--- src/rtl/dpcm_multi_if.sv ---
// Sample/result bus for dpcm_multi: upstream (mode, in_data) handshake plus the
// registered DPCM output handshake. "slave" is the DPCM block side.
interface dpcm_multi_if #(
    parameter int DATA_W = 12
);
    logic [1:0]               mode;
    logic signed [DATA_W-1:0] in_data;
    logic                     in_valid;
    logic                     in_ready;
    logic signed [DATA_W:0]   out_data;
    logic [1:0]               out_mode;
    logic                     out_valid;
    logic                     out_ready;
    logic                     out_first;
    logic                     out_last;

    modport slave (
        input  mode, in_data, in_valid, out_ready,
        output in_ready, out_data, out_mode, out_valid, out_first, out_last
    );

    modport master (
        output mode, in_data, in_valid, out_ready,
        input  in_ready, out_data, out_mode, out_valid, out_first, out_last
    );
endinterface

--- src/rtl/dpcm_multi.sv ---
// Three-channel (Y/Cr/Cb) DC-coefficient DPCM encoder with per-channel predictor
// and frame counter; one registered output stage with valid/ready flow control.
module dpcm_multi #(
    parameter int DATA_W  = 12,
    parameter int BLK_NUM = 64
) (
    input  logic         clk,
    input  logic         rst,
    input  logic         clear,
    dpcm_multi_if.slave  bus
);
    localparam int CNT_W = $clog2(BLK_NUM + 1);

    typedef enum logic [1:0] {
        CH_NONE = 2'b00,
        CH_Y    = 2'b01,
        CH_CR   = 2'b10,
        CH_CB   = 2'b11
    } chan_e;

    logic signed [DATA_W-1:0] prev_q [3];
    logic signed [DATA_W-1:0] prev_d [3];
    logic [CNT_W-1:0]         cnt_q  [3];
    logic [CNT_W-1:0]         cnt_d  [3];

    logic                     out_valid_q, out_valid_d;
    logic signed [DATA_W:0]   out_data_q,  out_data_d;
    logic [1:0]               out_mode_q,  out_mode_d;
    logic                     out_first_q, out_first_d;
    logic                     out_last_q,  out_last_d;

    chan_e                    chan;
    logic [1:0]               idx;
    logic                     accept;
    logic                     take;
    logic                     is_last;
    logic signed [DATA_W:0]   diff;

    assign chan          = chan_e'(bus.mode);
    assign bus.in_ready  = rst && (!out_valid_q || bus.out_ready) && !clear;
    assign accept        = bus.in_valid && bus.in_ready;
    assign take          = accept && (chan != CH_NONE);

    always_comb begin
        idx = 2'd0;
        case (chan)
            CH_Y:    idx = 2'd0;
            CH_CR:   idx = 2'd1;
            CH_CB:   idx = 2'd2;
            default: idx = 2'd0;
        endcase
    end

    // Both operands widened by one bit so the difference never wraps.
    assign diff    = {bus.in_data[DATA_W-1], bus.in_data}
                   - {prev_q[idx][DATA_W-1], prev_q[idx]};
    assign is_last = (cnt_q[idx] == CNT_W'(BLK_NUM - 1));

    always_comb begin
        prev_d      = prev_q;
        cnt_d       = cnt_q;
        out_valid_d = out_valid_q;
        out_data_d  = out_data_q;
        out_mode_d  = out_mode_q;
        out_first_d = out_first_q;
        out_last_d  = out_last_q;

        if (clear) begin
            for (int unsigned i = 0; i < 3; i++) begin
                prev_d[i] = '0;
                cnt_d[i]  = '0;
            end
            out_valid_d = 1'b0;
            out_data_d  = '0;
            out_mode_d  = '0;
            out_first_d = 1'b0;
            out_last_d  = 1'b0;
        end else if (take) begin
            out_valid_d = 1'b1;
            out_mode_d  = bus.mode;
            out_first_d = (cnt_q[idx] == '0);
            out_last_d  = is_last;
            out_data_d  = (cnt_q[idx] == '0) ? {bus.in_data[DATA_W-1], bus.in_data} : diff;
            if (is_last) begin
                prev_d[idx] = '0;
                cnt_d[idx]  = '0;
            end else begin
                prev_d[idx] = bus.in_data;
                cnt_d[idx]  = cnt_q[idx] + CNT_W'(1);
            end
        end else if (out_valid_q && bus.out_ready) begin
            // Emptied without refill (includes a dropped mode=00 sample).
            out_valid_d = 1'b0;
            out_data_d  = '0;
            out_mode_d  = '0;
            out_first_d = 1'b0;
            out_last_d  = 1'b0;
        end
    end

    always_ff @(posedge clk or negedge rst) begin
        if (!rst) begin
            for (int unsigned i = 0; i < 3; i++) begin
                prev_q[i] <= '0;
                cnt_q[i]  <= '0;
            end
            out_valid_q <= 1'b0;
            out_data_q  <= '0;
            out_mode_q  <= '0;
            out_first_q <= 1'b0;
            out_last_q  <= 1'b0;
        end else begin
            prev_q      <= prev_d;
            cnt_q       <= cnt_d;
            out_valid_q <= out_valid_d;
            out_data_q  <= out_data_d;
            out_mode_q  <= out_mode_d;
            out_first_q <= out_first_d;
            out_last_q  <= out_last_d;
        end
    end

    assign bus.out_valid = out_valid_q;
    assign bus.out_data  = out_data_q;
    assign bus.out_mode  = out_mode_q;
    assign bus.out_first = out_first_q;
    assign bus.out_last  = out_last_q;
endmodule
--- src/flat_wrapper.sv ---
// flat-port wrapper written by rule: the top's interface ports become plain ports
module dpcm_multi_flat 
#(
    parameter int DATA_W  = 12,
    parameter int BLK_NUM = 64
)
  (clk, rst, clear, bus_mode, bus_in_data, bus_in_valid, bus_out_ready, bus_in_ready, bus_out_data, bus_out_mode, bus_out_valid, bus_out_first, bus_out_last);
  dpcm_multi_if #(.DATA_W(DATA_W)) bus_i ();
  input  logic clk;
  input  logic rst;
  input  logic clear;
  input wire logic [$bits(bus_i.mode)-1:0] bus_mode;
  input wire logic [$bits(bus_i.in_data)-1:0] bus_in_data;
  input wire logic [$bits(bus_i.in_valid)-1:0] bus_in_valid;
  input wire logic [$bits(bus_i.out_ready)-1:0] bus_out_ready;
  output wire logic [$bits(bus_i.in_ready)-1:0] bus_in_ready;
  output wire logic [$bits(bus_i.out_data)-1:0] bus_out_data;
  output wire logic [$bits(bus_i.out_mode)-1:0] bus_out_mode;
  output wire logic [$bits(bus_i.out_valid)-1:0] bus_out_valid;
  output wire logic [$bits(bus_i.out_first)-1:0] bus_out_first;
  output wire logic [$bits(bus_i.out_last)-1:0] bus_out_last;
  assign bus_i.mode = bus_mode;
  assign bus_i.in_data = bus_in_data;
  assign bus_i.in_valid = bus_in_valid;
  assign bus_i.out_ready = bus_out_ready;
  assign bus_in_ready = bus_i.in_ready;
  assign bus_out_data = bus_i.out_data;
  assign bus_out_mode = bus_i.out_mode;
  assign bus_out_valid = bus_i.out_valid;
  assign bus_out_first = bus_i.out_first;
  assign bus_out_last = bus_i.out_last;
  dpcm_multi #(.DATA_W(DATA_W), .BLK_NUM(BLK_NUM)) u_core (.clk(clk), .rst(rst), .clear(clear), .bus(bus_i));
endmodule
--- config.mk ---
export PLATFORM = sky130hd
export DESIGN_NAME = dpcm_multi_flat
export DESIGN_NICKNAME = d
export VERILOG_FILES = /design/src/rtl/dpcm_multi_if.sv /design/src/rtl/dpcm_multi.sv /design/src/flat_wrapper.sv
export SDC_FILE = /design/constraint.sdc
export NUM_CORES = 1
export LEC_CHECK = 0
export ABC_AREA = 0
export CAP_MARGIN = 20
export CORE_UTILIZATION = 30
export DETAILED_ROUTE_END_ITERATION = 12
export DONT_BUFFER_PORTS = 1
export PLACE_DENSITY = 0.55
export SYNTH_ARGS = -nofsm -noshare
export SYNTH_HDL_FRONTEND = slang
export SYNTH_SLANG_ARGS = --single-unit
--- constraint.sdc ---
create_clock -name clk -period 7 [get_ports clk]
set_clock_uncertainty 0.2 [all_clocks]
set_input_delay 0.7 -clock clk [delete_from_list [all_inputs] [get_ports clk]]
set_output_delay 0.7 -clock clk [all_outputs]
set_load 0.01 [all_outputs]
==> impl_results.md, run 1 <==
- Status: complete, no violations
- RSZ-0062 raised after global routing: no
- Filler cell count in the final layout: 1,415
- Critical-path top delay cell: fa_1
- Worst vdd ir: 0.000142 V
- Worst Path Buf+Inv: 1
- Top delay family on crit path: compound AO/OA/AOI/OAI gates
- HP Class: input port to asynchronous set/reset pin
- CP endpoint kind: register
- Pwr Total: 1.05 mW
- Slowest Stage Delay on Critical Path: 0.40 ns
- Final min period: 2.74 ns
- Routed WL: 10,800 µm
- Cell count after placement: 603
- Post-CTS setup buffers: 0
- First-pass iteration count of the detailed router: 4
- Final Net Count: 473
- CTS-repair resized insts: 0
- # clock sinks: 75
- Power Dens Cells: 230 mW/mm²
- Clock Root Buffer: clkbuf_16
- Detailed Route Iter0 Violations: 202
- DRC: 0
- Post-DRT Antenna Nets: 0
- Chip height: 120 µm
- Crit Path Category: input port to register
- Layout cells sized above 1: 5.87%
- Pre-CTS WS: 4.01 ns
- CP Max Fanout: 28
- Main synth FF type: dfrtp_1
- First-pass GRT wire length: 17,600 µm
- Vias in the first global route: 3,328
- Placeable Area: 0.0135 mm²
- Bufs on Longest Clock Path: 2
- Worst skew pair latency: 0.34 ns
- Number of flops mapped to enable cells by yosys: 0
- Die area: 0.0144 mm²
- Synth Cell Area: 0.00419 mm²
- Syn Inst Count: 457
- Reg area: 0.00188 mm²
- GP Congestion: 0.838
- Asr flop ratio synth: 100%
- Sequential element share of the synthesized area: 44.8%
- Remaining Overflow, GRT: 0
- Startpoint Class: input port
- Netlist cell types: 47
- Starting Density: 31.1%
- Reg2reg setup slack: 4.31 ns
- Max-slew headroom: 37.7%
- Least-Margin Pin Slew: 0.929 ns
- Post-synthesis register bit count: 75
- Max-cap viol count: 0
- Syn avg cell area: 9.17 µm²
- Initial antenna violation count: 0
- Reg2reg end: u_core.prev_q[34]$_DFFE_PN0P_
- H-tree Lvls: 3
- Diodes inserted: 0
- I/O Buffers: 0
- Fin Hold WS: 0.0464 ns
- Final Hold Fails: 0
- Clock slew at reported path FFs: 0.06 ns
- GRT Total Usage: 15.9%
- Fin crit share: 39.2%
- Layout Cells excl Fill: 619
- Cell Chain, Critical Path: mux2i_1, a21oi_1, ha_1, inv_1, fa_1, a21oi_1, o211ai_1, a31oi_1, and3b_1, o31ai_1
- Syn_nets: 491
- IO Count: 38
- Leakage: 1.97 nW
- Area Growth Syn to Fin: 9.53%
- CTS tree: built
- Number of placement rows: 42
- Cts bufs inserted: 9
- Fmax: 364 MHz
- Final TNS setup: 0 ns
- Pin count of the biggest net entering global routing: 76
- Chip width: 120 µm
- Crit path DAT: 2.79 ns
- Worst R2R Start: u_core.bus.out_valid$_DFFE_PN0P_
- Vias per Instance: 5.33
- WL/cell: 17.5 µm
- Final worst slack: 4.26 ns
- Total number of vias: 3,300
- Crit path required time: 7.05 ns
- Post-DP HPWL: 6940 µm
- Yosys warns: 0
- Setup Viol. Count Final: 0
- Multi-input gate area: 0.00212 mm²
- Most used cell, CP: a21oi_1
- Max-slew violations: 0
- R2R cell count: 5
[layer usage]
layer	vias to the layer above	global-route usage (%)	routed length, µm
li1	1588	-	-
met4	0	5.16	172
met2	102	25.1	4790
met3	13	4.06	761
met1	1597	21.3	5100
met5	-	0	0
[cells in the mapped netlist (2+ instances only)]
library cell  instances  area, µm²
ha_1                 14        175
buf_6                 3       33.8
a22o_1               10       87.6
buf_4                 3       22.5
nor3b_1               2       15.0
nand3b_1              5       37.5
nor2_1               20       75.1
mux2i_1              26        260
nor3_1                4       20.0
a31oi_1               3       18.8
clkbuf_1             12       45.0
nand4_1               3       18.8
xnor2_1               7       61.3
inv_1                 6       22.5
buf_2                14       70.1
o21ai_1               4       20.0
a211oi_1              4       30.0
mux2_2                2       22.5
a21oi_1              41        205
o21ai_0              34        170
and3_1                4       25.0
a32oi_1               8       70.1
nand3_1              39        195
o211ai_1              2       15.0
and3b_1               3       26.3
nor2b_1               5       31.3
a21oi_2               3       26.3
nand2b_1              3       18.8
xor2_1                4       35.0
dfrtp_1              75       1880
nand2_1              76        285
o31ai_1               2       15.0
a211o_1               2       17.5
[layout by cell type (no fill, tap or decap), drive strengths merged, types with 5 or more instances in the layout]
| cell type | synthesis | final |
|---|---|---|
| a211oi | 5 | 5 |
| a21oi | 44 | 44 |
| a22o | 10 | 10 |
| a32oi | 8 | 8 |
| clkbuf | 12 | 10 |
| dfrtp | 75 | 75 |
| ha | 14 | 14 |
| inv | 6 | 6 |
| mux2i | 26 | 26 |
| nand2 | 76 | 76 |
| nand3 | 39 | 39 |
| nand3b | 5 | 5 |
| nor2 | 21 | 21 |
| nor2b | 5 | 5 |
| o21ai | 38 | 38 |
| xnor2 | 7 | 7 |
[flip-flops by register name, summed over array words and instances (netlist names)]
name and cells:
u_core.bus.out_data 13, u_core.bus.out_first 1, u_core.bus.out_valid 1, u_core.prev_q 36, u_core.bus.out_last 1, u_core.bus.out_mode 2
u_core.cnt_q 21
[stage by stage]
step           instance area, µm²  util (%)
2_1_floorplan                4190         -
3_3_place_gp                 4250      31.6
3_5_place_dp                 4250      31.6
4_1_cts                      4590      34.1
5_1_grt                      4590      34.1
6_report                     4590      34.1
[timing repair]
item | CTS | global route
endpoints found under the hold margin | 75 | 0
hold buffers | 1 | 0
endpoints found under the setup margin | 0 | 0
[layout make-up]
cell class	count	share of cell area [%]
Sequential cell	75	40.9
Inverter	6	0.491
Tap cell	176	4.80
Multi-Input combinational cell	344	46.2
Timing Repair Buffer	3	0.927
Clock buffer	10	4.99
Clock inverter	5	1.72
[kinds of logic after synthesis]
family	synth area share (%)
and+or+nand+nor	19.2
AOI/OAI and AO/OA	17.6
muxes	6.75
DFF	44.8
adders and majority gates	4.66
xor gates and xnor gates	2.30
buffers and inverters	4.63
[where the power goes]
group / internal (mW) / switching, mW / total, mW
logic: 0.0452 / 0.0658 / 0.111
registers: 0.445 / 0.0106 / 0.455
clock network: 0.309 / 0.178 / 0.488
total: 0.799 / 0.255 / 1.05
[worst max-delay path by stage]
stage	startpoint	to	slack, ns	cells past startpoint
5_1_grt	u_core.cnt_q[7]$_DFFE_PN0P_	u_core.cnt_q[18]$_DFFE_PN0P_	4.09	9
6_report	bus_mode[0]	u_core.bus.out_data[12]$_DFFE_PN0P_	4.26	10
3_3_place_gp	bus_mode[0]	u_core.cnt_q[18]$_DFFE_PN0P_	4.05	9
2_1_floorplan	bus_mode[0]	u_core.bus.out_data[12]$_DFFE_PN0P_	3.51	13
4_1_cts	u_core.bus.out_valid$_DFFE_PN0P_	u_core.prev_q[34]$_DFFE_PN0P_	4.34	5
3_5_place_dp	bus_mode[0]	u_core.cnt_q[14]$_DFFE_PN0P_	4.01	9
Note: power is estimated with default switching activity, not from simulation.
==> run 2: changes to the inputs <==
--- a/config.mk
+++ b/config.mk
@@ -10,7 +10,7 @@
 export CORE_UTILIZATION = 30
 export DETAILED_ROUTE_END_ITERATION = 12
 export DONT_BUFFER_PORTS = 1
-export PLACE_DENSITY = 0.55
+export PLACE_DENSITY = 0.56
 export SYNTH_ARGS = -nofsm -noshare
 export SYNTH_HDL_FRONTEND = slang
 export SYNTH_SLANG_ARGS = --single-unit
==> constraint.sdc (replaced) <==
create_clock -name clk -period 2.5 [get_ports clk]
set_clock_uncertainty 0.2 [all_clocks]
set_input_delay 0.25 -clock clk [delete_from_list [all_inputs] [get_ports clk]]
set_output_delay 0.25 -clock clk [all_outputs]
set_load 0.01 [all_outputs]
==> run 2 against run 1 <==
Against the previous run:
- critical path type is now register to register
- highest routed layer unchanged
- wire length up 4.5%
- critical endpoint unchanged
- register-to-register slack worse by 4.2 ns
- final area up 6.8%
- clock power up 140%
==> impl_results.md, run 2 (synthesis gave the netlist of run 1 again) <==
- Status: complete, no violations
- Chip width: 120 µm (unchanged)
- Initial antenna violation count: 0 (unchanged)
- Diodes inserted: 0 (unchanged)
- Post-DRT Antenna Nets: 0 (unchanged)
- Filler cell count in the final layout: 1,401 (-0.99%)
- Setup Viol. Count Final: 0 (unchanged)
- Starting Density: 31.1% (unchanged)
- RSZ-0062 raised after global routing: yes
- Grt met2 use: 24.7% (-0.47 points)
- I/O Buffers: 0 (unchanged)
- Chip height: 120 µm (unchanged)
- Power Dens Cells: 577 mW/mm² (+150%)
- HP Class: input port to register
- First-pass GRT wire length: 18,300 µm (+4.0%)
- Detailed Route Iter0 Violations: 253 (+25%)
- Vias in the first global route: 3,416 (+2.6%)
- Final TNS setup: 0 ns (unchanged)
- CTS tree: built
- First-pass iteration count of the detailed router: 5 (+1)
- Clock Root Buffer: clkbuf_16
- Max reg flops: 36 (unchanged)
- WL/cell: 17.4 µm (-0.47%)
- Die area: 0.0144 mm² (unchanged)
- Worst vdd ir: 0.000313 V (+120%)
- Fin crit share: 96.2%
- Post-DP Area: 0.00441 mm² (+3.6%)
- Startpoint Class: register
- Layout cells sized above 1: 10.3% (+4.5 points)
- GRT Total Usage: 16.7% (+0.74 points)
- Commonest non-fill, non-tap cells in the layout: nand2_1, dfrtp_1, a21oi_1, nand3_1, o21ai_0
- CP Max Fanout: 3 (-89%)
- Area Growth Syn to Fin: 17.0%
- Fin area: 0.00490 mm² (+6.8%)
- Total number of vias: 3,398 (+3.0%)
- Max-cap viol count: 0 (unchanged)
- Max-slew violations: 0 (unchanged)
- Bufs on Longest Clock Path: 2 (unchanged)
- Remaining Overflow, GRT: 0 (unchanged)
- GP Congestion: 0.870 (+3.8%)
- Worst skew pair latency: 0.33 ns (about the same)
- Final Hold Fails: 0 (unchanged)
- Crit path DAT: 2.45 ns (-0.34 ns)
- Reg2reg setup slack: 0.1 ns (-4.21 ns)
- Vias per Instance: 5.23 (-1.9%)
- DRC: 0 (unchanged)
- Least-Margin Pin Slew: 0.983 ns (+0.0544 ns)
- Met3 GRT Util: 4.58% (+0.52 points)
- Top reg by flops: u_core.prev_q
- IO Count: 38 (unchanged)
- Final worst slack: 0.0958 ns (-4.16 ns)
- Leakage: 2.11 nW (+7.2%)
- Pre-CTS WS: 0.0892 ns (-3.92 ns)
- Clock slew at reported path FFs: 0.06 ns (about the same)
- Placeable Area: 0.0135 mm² (unchanged)
- Cts bufs inserted: 9 (unchanged)
- Layer with the highest usage: met2
- Fmax: 416 MHz
- Max-slew headroom: 34.0% (-3.7 points)
- Number of placement rows: 42 (unchanged)
- Final min period: 2.40 ns
- H-tree Lvls: 3 (unchanged)
- Crit Path Category: register to register
- Crit path required time: 2.55 ns (-4.50 ns)
- Met1 usage in global routing: 23.6% (+2.3 points)
- # clock sinks: 75 (unchanged)
- Pin count of the biggest net entering global routing: 76 (unchanged)
- CP endpoint kind: register
- Routed WL: 11,300 µm (+4.5%)
- Post-DP HPWL: 7050 µm (+1.6%)
- Final Net Count: 504 (+6.6%)
## run 2: area by class of cell
class | instances | area, µm² | area share (%)
clock inverters | 3 | 15.0 | 0.306
inverters | 6 | 22.5 | 0.459
well taps | 176 | 220 | 4.49
multi-input cells | 344 | 2160 | 44.0
repair buffers | 34 | 365 | 7.45
clock buffers | 12 | 246 | 5.03
flip-flops and latches | 75 | 1880 | 38.3
## run 2: repair_timing
item                       in CTS  in global routing
setup endpoints to repair       0                  4
hold buffers                   18                  0
hold endpoints to repair      143                  0
buffers inserted                0                  2
gates resized for setup         0                  2
## run 2: worst paths after layout
check | startpoint | endpoint | depth (start not counted)
min reg2reg | u_core.cnt_q[14]$_DFFE_PN0P_ | u_core.cnt_q[14]$_DFFE_PN0P_ | 2
max | u_core.prev_q[0]$_DFFE_PN0P_ | u_core.bus.out_data[12]$_DFFE_PN0P_ | 10
max reg2reg | u_core.prev_q[0]$_DFFE_PN0P_ | u_core.bus.out_data[12]$_DFFE_PN0P_ | 10
min in group asynchronous | rst | u_core.prev_q[11]$_DFFE_PN0P_ | 2
max in group asynchronous | rst | u_core.bus.out_data[2]$_DFFE_PN0P_ | 2
min | bus_out_ready | u_core.bus.out_mode[1]$_DFFE_PN0P_ | 3
## run 2: critical path: stages, from the launching register on
cell and delay [ns]:
dfrtp_1 0.34, mux2i_1 0.08, a21oi_2 0.14, ha_2 0.19, inv_2 0.04, fa_2 0.35
a21oi_2 0.17, o211ai_1 0.17, a31oi_1 0.23, and3b_1 0.21, o31ai_2 0.20
## run 2: power by group
| group | switching [mW] | internal [mW] |
|---|---|---|
| Sequential | 0.0287 | 1.25 |
| Clock | 0.479 | 0.688 |
| Combinational | 0.223 | 0.163 |
## run 2: stage by stage
step,utilization (%),cells,hold slack (ns),total power [mW]
floorplan,-,457,-0.246,1.57
global placement,32.7,615,-0.241,1.59
detailed placement,32.7,615,-0.241,1.60
CTS,36.2,648,0.0388,2.86
global route,36.4,650,0.0460,2.96
finish,36.4,650,0.0441,2.83
## run 2: routing by layer
layer / share of wire [%] / wire length [µm]
met4: 0.96 / 109
met3: 5.9 / 664
met2: 45 / 5110
met1: 48 / 5420
met5: 0 / 0
==> run 3: changes to the inputs <==
--- a/config.mk
+++ b/config.mk
@@ -7,10 +7,11 @@
 export LEC_CHECK = 0
 export ABC_AREA = 0
 export CAP_MARGIN = 20
-export CORE_UTILIZATION = 30
+export CORE_UTILIZATION = 58
 export DETAILED_ROUTE_END_ITERATION = 12
 export DONT_BUFFER_PORTS = 1
-export PLACE_DENSITY = 0.56
+export GPL_TIMING_DRIVEN = 0
+export PLACE_DENSITY = 0.87
 export SYNTH_ARGS = -nofsm -noshare
 export SYNTH_HDL_FRONTEND = slang
 export SYNTH_SLANG_ARGS = --single-unit
==> run 3 against run 2 <==
Against the previous run:
- the run now ends with setup timing left
- sequential share of layout area decreased by 0.75 points
- critical path depth unchanged
- core utilization increased by 36 points
- wire length increased by 2.5%
- hold slack got worse by 0.021 ns
- sequential cell count unchanged
- cell count decreased by 8.9%
- non-clock buffer count increased by 21
==> impl_results.md, run 3 (synthesis gave the netlist of run 1 again) <==
- Diodes inserted: 0 (unchanged)
- Clock slew at reported path FFs: 0.08 ns (+0.02 ns)
- GRT Total Usage: 32.4% (+16 points)
- R2R cell count: 10 (unchanged)
- Max reg flops: 36 (unchanged)
- Met3 GRT Util: 6.64% (+2.1 points)
- Startpoint Class: register
- Placeable Area: 0.00687 mm² (-49%)
- Fin crit share: 102% (+5.5 points)
- Post-DP Area: 0.00441 mm² (about the same)
- Vias in the first global route: 3,705 (+8.5%)
- Pwr Total: 2.85 mW (+0.85%)
- GP Congestion: 0.879 (+1.1%)
- First-pass iteration count of the detailed router: 5 (unchanged)
- CP Launch Point: u_core.prev_q[13]$_DFFE_PN0P_
- Least-Margin Pin Slew: 0.654 ns (-0.329 ns)
- Final TNS setup: -0.0412 ns (-0.0412 ns)
- Reg2reg setup slack: -0.04 ns (-0.14 ns)
- First-pass GRT wire length: 18,400 µm (+0.38%)
- Multi-input gate area: 0.00225 mm² (+4.6%)
- Detailed Route Iter0 Violations: 366 (+45%)
- Vias per Instance: 6.39 (+22%)
- Area Growth Syn to Fin: 19.3%
- Initial antenna violation count: 1 (+1)
- Top reg by flops: u_core.prev_q
- DRC: 0 (unchanged)
- Chip width: 87.0 µm (-28%)
- Filler cell count in the final layout: 494 (-65%)
- Chip height: 87.0 µm (-28%)
- Bufs on Longest Clock Path: 2 (unchanged)
- Worst skew pair latency: 0.36 ns (+0.03 ns)
- Layout cells sized above 1: 15.7% (+5.4 points)
- Final min period: 2.54 ns (+0.137 ns)
- CP endpoint kind: register
- Pin count of the biggest net entering global routing: 76 (unchanged)
- Reg area: 0.00188 mm² (unchanged)
- Max-slew violations: 0 (unchanged)
- Worst Setup EP: u_core.bus.out_data[11]$_DFFE_PN0P_
- IO Count: 38 (unchanged)
- HP Class: input port to register
- Clock Root Buffer: clkbuf_8
- Crit Path Category: register to register
- # clock sinks: 75 (unchanged)
- Crit path DAT: 2.64 ns (+0.19 ns)
- Max-slew headroom: 56.1% (+22 points)
- Setup Viol. Count Final: 1 (+1)
- Worst R2R Start: u_core.prev_q[13]$_DFFE_PN0P_
- CP Max Fanout: 3 (unchanged)
- H-tree Lvls: 3 (unchanged)
- Number of placement rows: 30 (-29%)
- Final worst slack: -0.0412 ns (-0.137 ns)
- Leakage: 2.19 nW (+3.6%)
- CTS tree: built
- Failing checks: setup timing
- Met1 usage in global routing: 42.1% (+19 points)
- Reg2reg end: u_core.bus.out_data[11]$_DFFE_PN0P_
- Crit path required time: 2.60 ns (+0.05 ns)
- Final Net Count: 525 (+4.2%)
- Die area: 0.00757 mm² (-48%)
- Fin area: 0.00500 mm² (+2.0%)
- Starting Density: 61.0% (+30 points)
- Hold wc startpoint: bus_out_ready
- Fmax: 394 MHz (-5.4%)
- WL/cell: 19.6 µm (+13%)
- I/O Buffers: 0 (unchanged)
- Status: complete, but fails checks
- Post-DRT Antenna Nets: 0 (unchanged)
- Power Dens Cells: 570 mW/mm² (-1.1%)
- Grt met2 use: 51.4% (+27 points)
- Commonest non-fill, non-tap cells in the layout: nand2_1, dfrtp_1, a21oi_1
- Max-cap viol count: 0 (unchanged)
- Final Hold Fails: 0 (unchanged)
- RSZ-0062 raised after global routing: yes
- Layer with the highest usage: met2
- Remaining Overflow, GRT: 0 (unchanged)
- Cts bufs inserted: 9 (unchanged)
- Worst vdd ir: 0.000267 V (-15%)
- Post-DP HPWL: 7680 µm (+9.0%)
- Total number of vias: 3,784 (+11%)
- Routed WL: 11,600 µm (+2.5%)
-- run 3: cell types whose count changed in the layout (fill, tap and decap cells not counted), sizes merged --
cell         change
clkbuf          +13
bufinv           +2
buf             +11
dlygate4sd3      -2
clkinv           -2
-- run 3: timing repair --
action	in CTS	in global routing
endpoints found under the setup margin	15	58
hold buffers	15	0
endpoints found under the hold margin	124	0
pin swaps	10	12
buffers inserted	6	3
gates resized for setup	6	25
-- run 3: final cells by class --
type | instances | share of cell area, %
Sequential cell | 75 | 37.5
Timing Repair Buffer | 24 | 4.70
Inverter | 6 | 0.450
Tap cell | 96 | 2.40
Clock inverter | 3 | 1.38
Buffer | 31 | 5.06
Multi-Input combinational cell | 344 | 45.1
Clock buffer | 13 | 3.38
-- run 3: per-layer routing --
| layer | wire [µm] | part of all wire (%) |
|---|---|---|
| met5 | 0 | 0 |
| met3 | 925 | 8.0 |
| met1 | 4770 | 41 |
| met2 | 5530 | 48 |
| met4 | 367 | 3.2 |
-- run 3: per-stage QoR --
step                      hold WS [ns]  utilization [%]  setup WS (ns)  std cells
after CTS                       0.0115             70.9        -0.0380        589
final                           0.0229             72.8        -0.0412        592
after global routing            0.0519             72.8         -0.113        592
after floorplan                 -0.246                -         -0.168        457
after global placement          -0.244             64.2         -0.409        553
after detailed placement        -0.243             64.2         -0.434        553
-- run 3: critical path: stages (launching register included) --
cell,delay (ns)
dfrtp_1,0.40
mux2i_2,0.24
nand2_2,0.10
o21ai_4,0.10
ha_4,0.23
nor2b_4,0.12
o2111a_2,0.30
nor3b_4,0.23
o211ai_1,0.16
a211o_1,0.33
nand3_2,0.07
-- run 3: how the worst min path moves through the flow --
stage               cells past startpoint                            endpoint
CTS                                     3  u_core.bus.out_data[8]$_DFFE_PN0P_
finish                                  3  u_core.bus.out_data[8]$_DFFE_PN0P_
global route                            3  u_core.bus.out_data[9]$_DFFE_PN0P_
floorplan                               0  u_core.bus.out_data[0]$_DFFE_PN0P_
global placement                        0  u_core.bus.out_mode[1]$_DFFE_PN0P_
detailed placement                      0        u_core.cnt_q[10]$_DFFE_PN0P_
-- run 3: power by group --
part	internal (mW)	switching, mW
logic	0.196	0.276
registers	1.24	0.0296
clock network	0.647	0.460
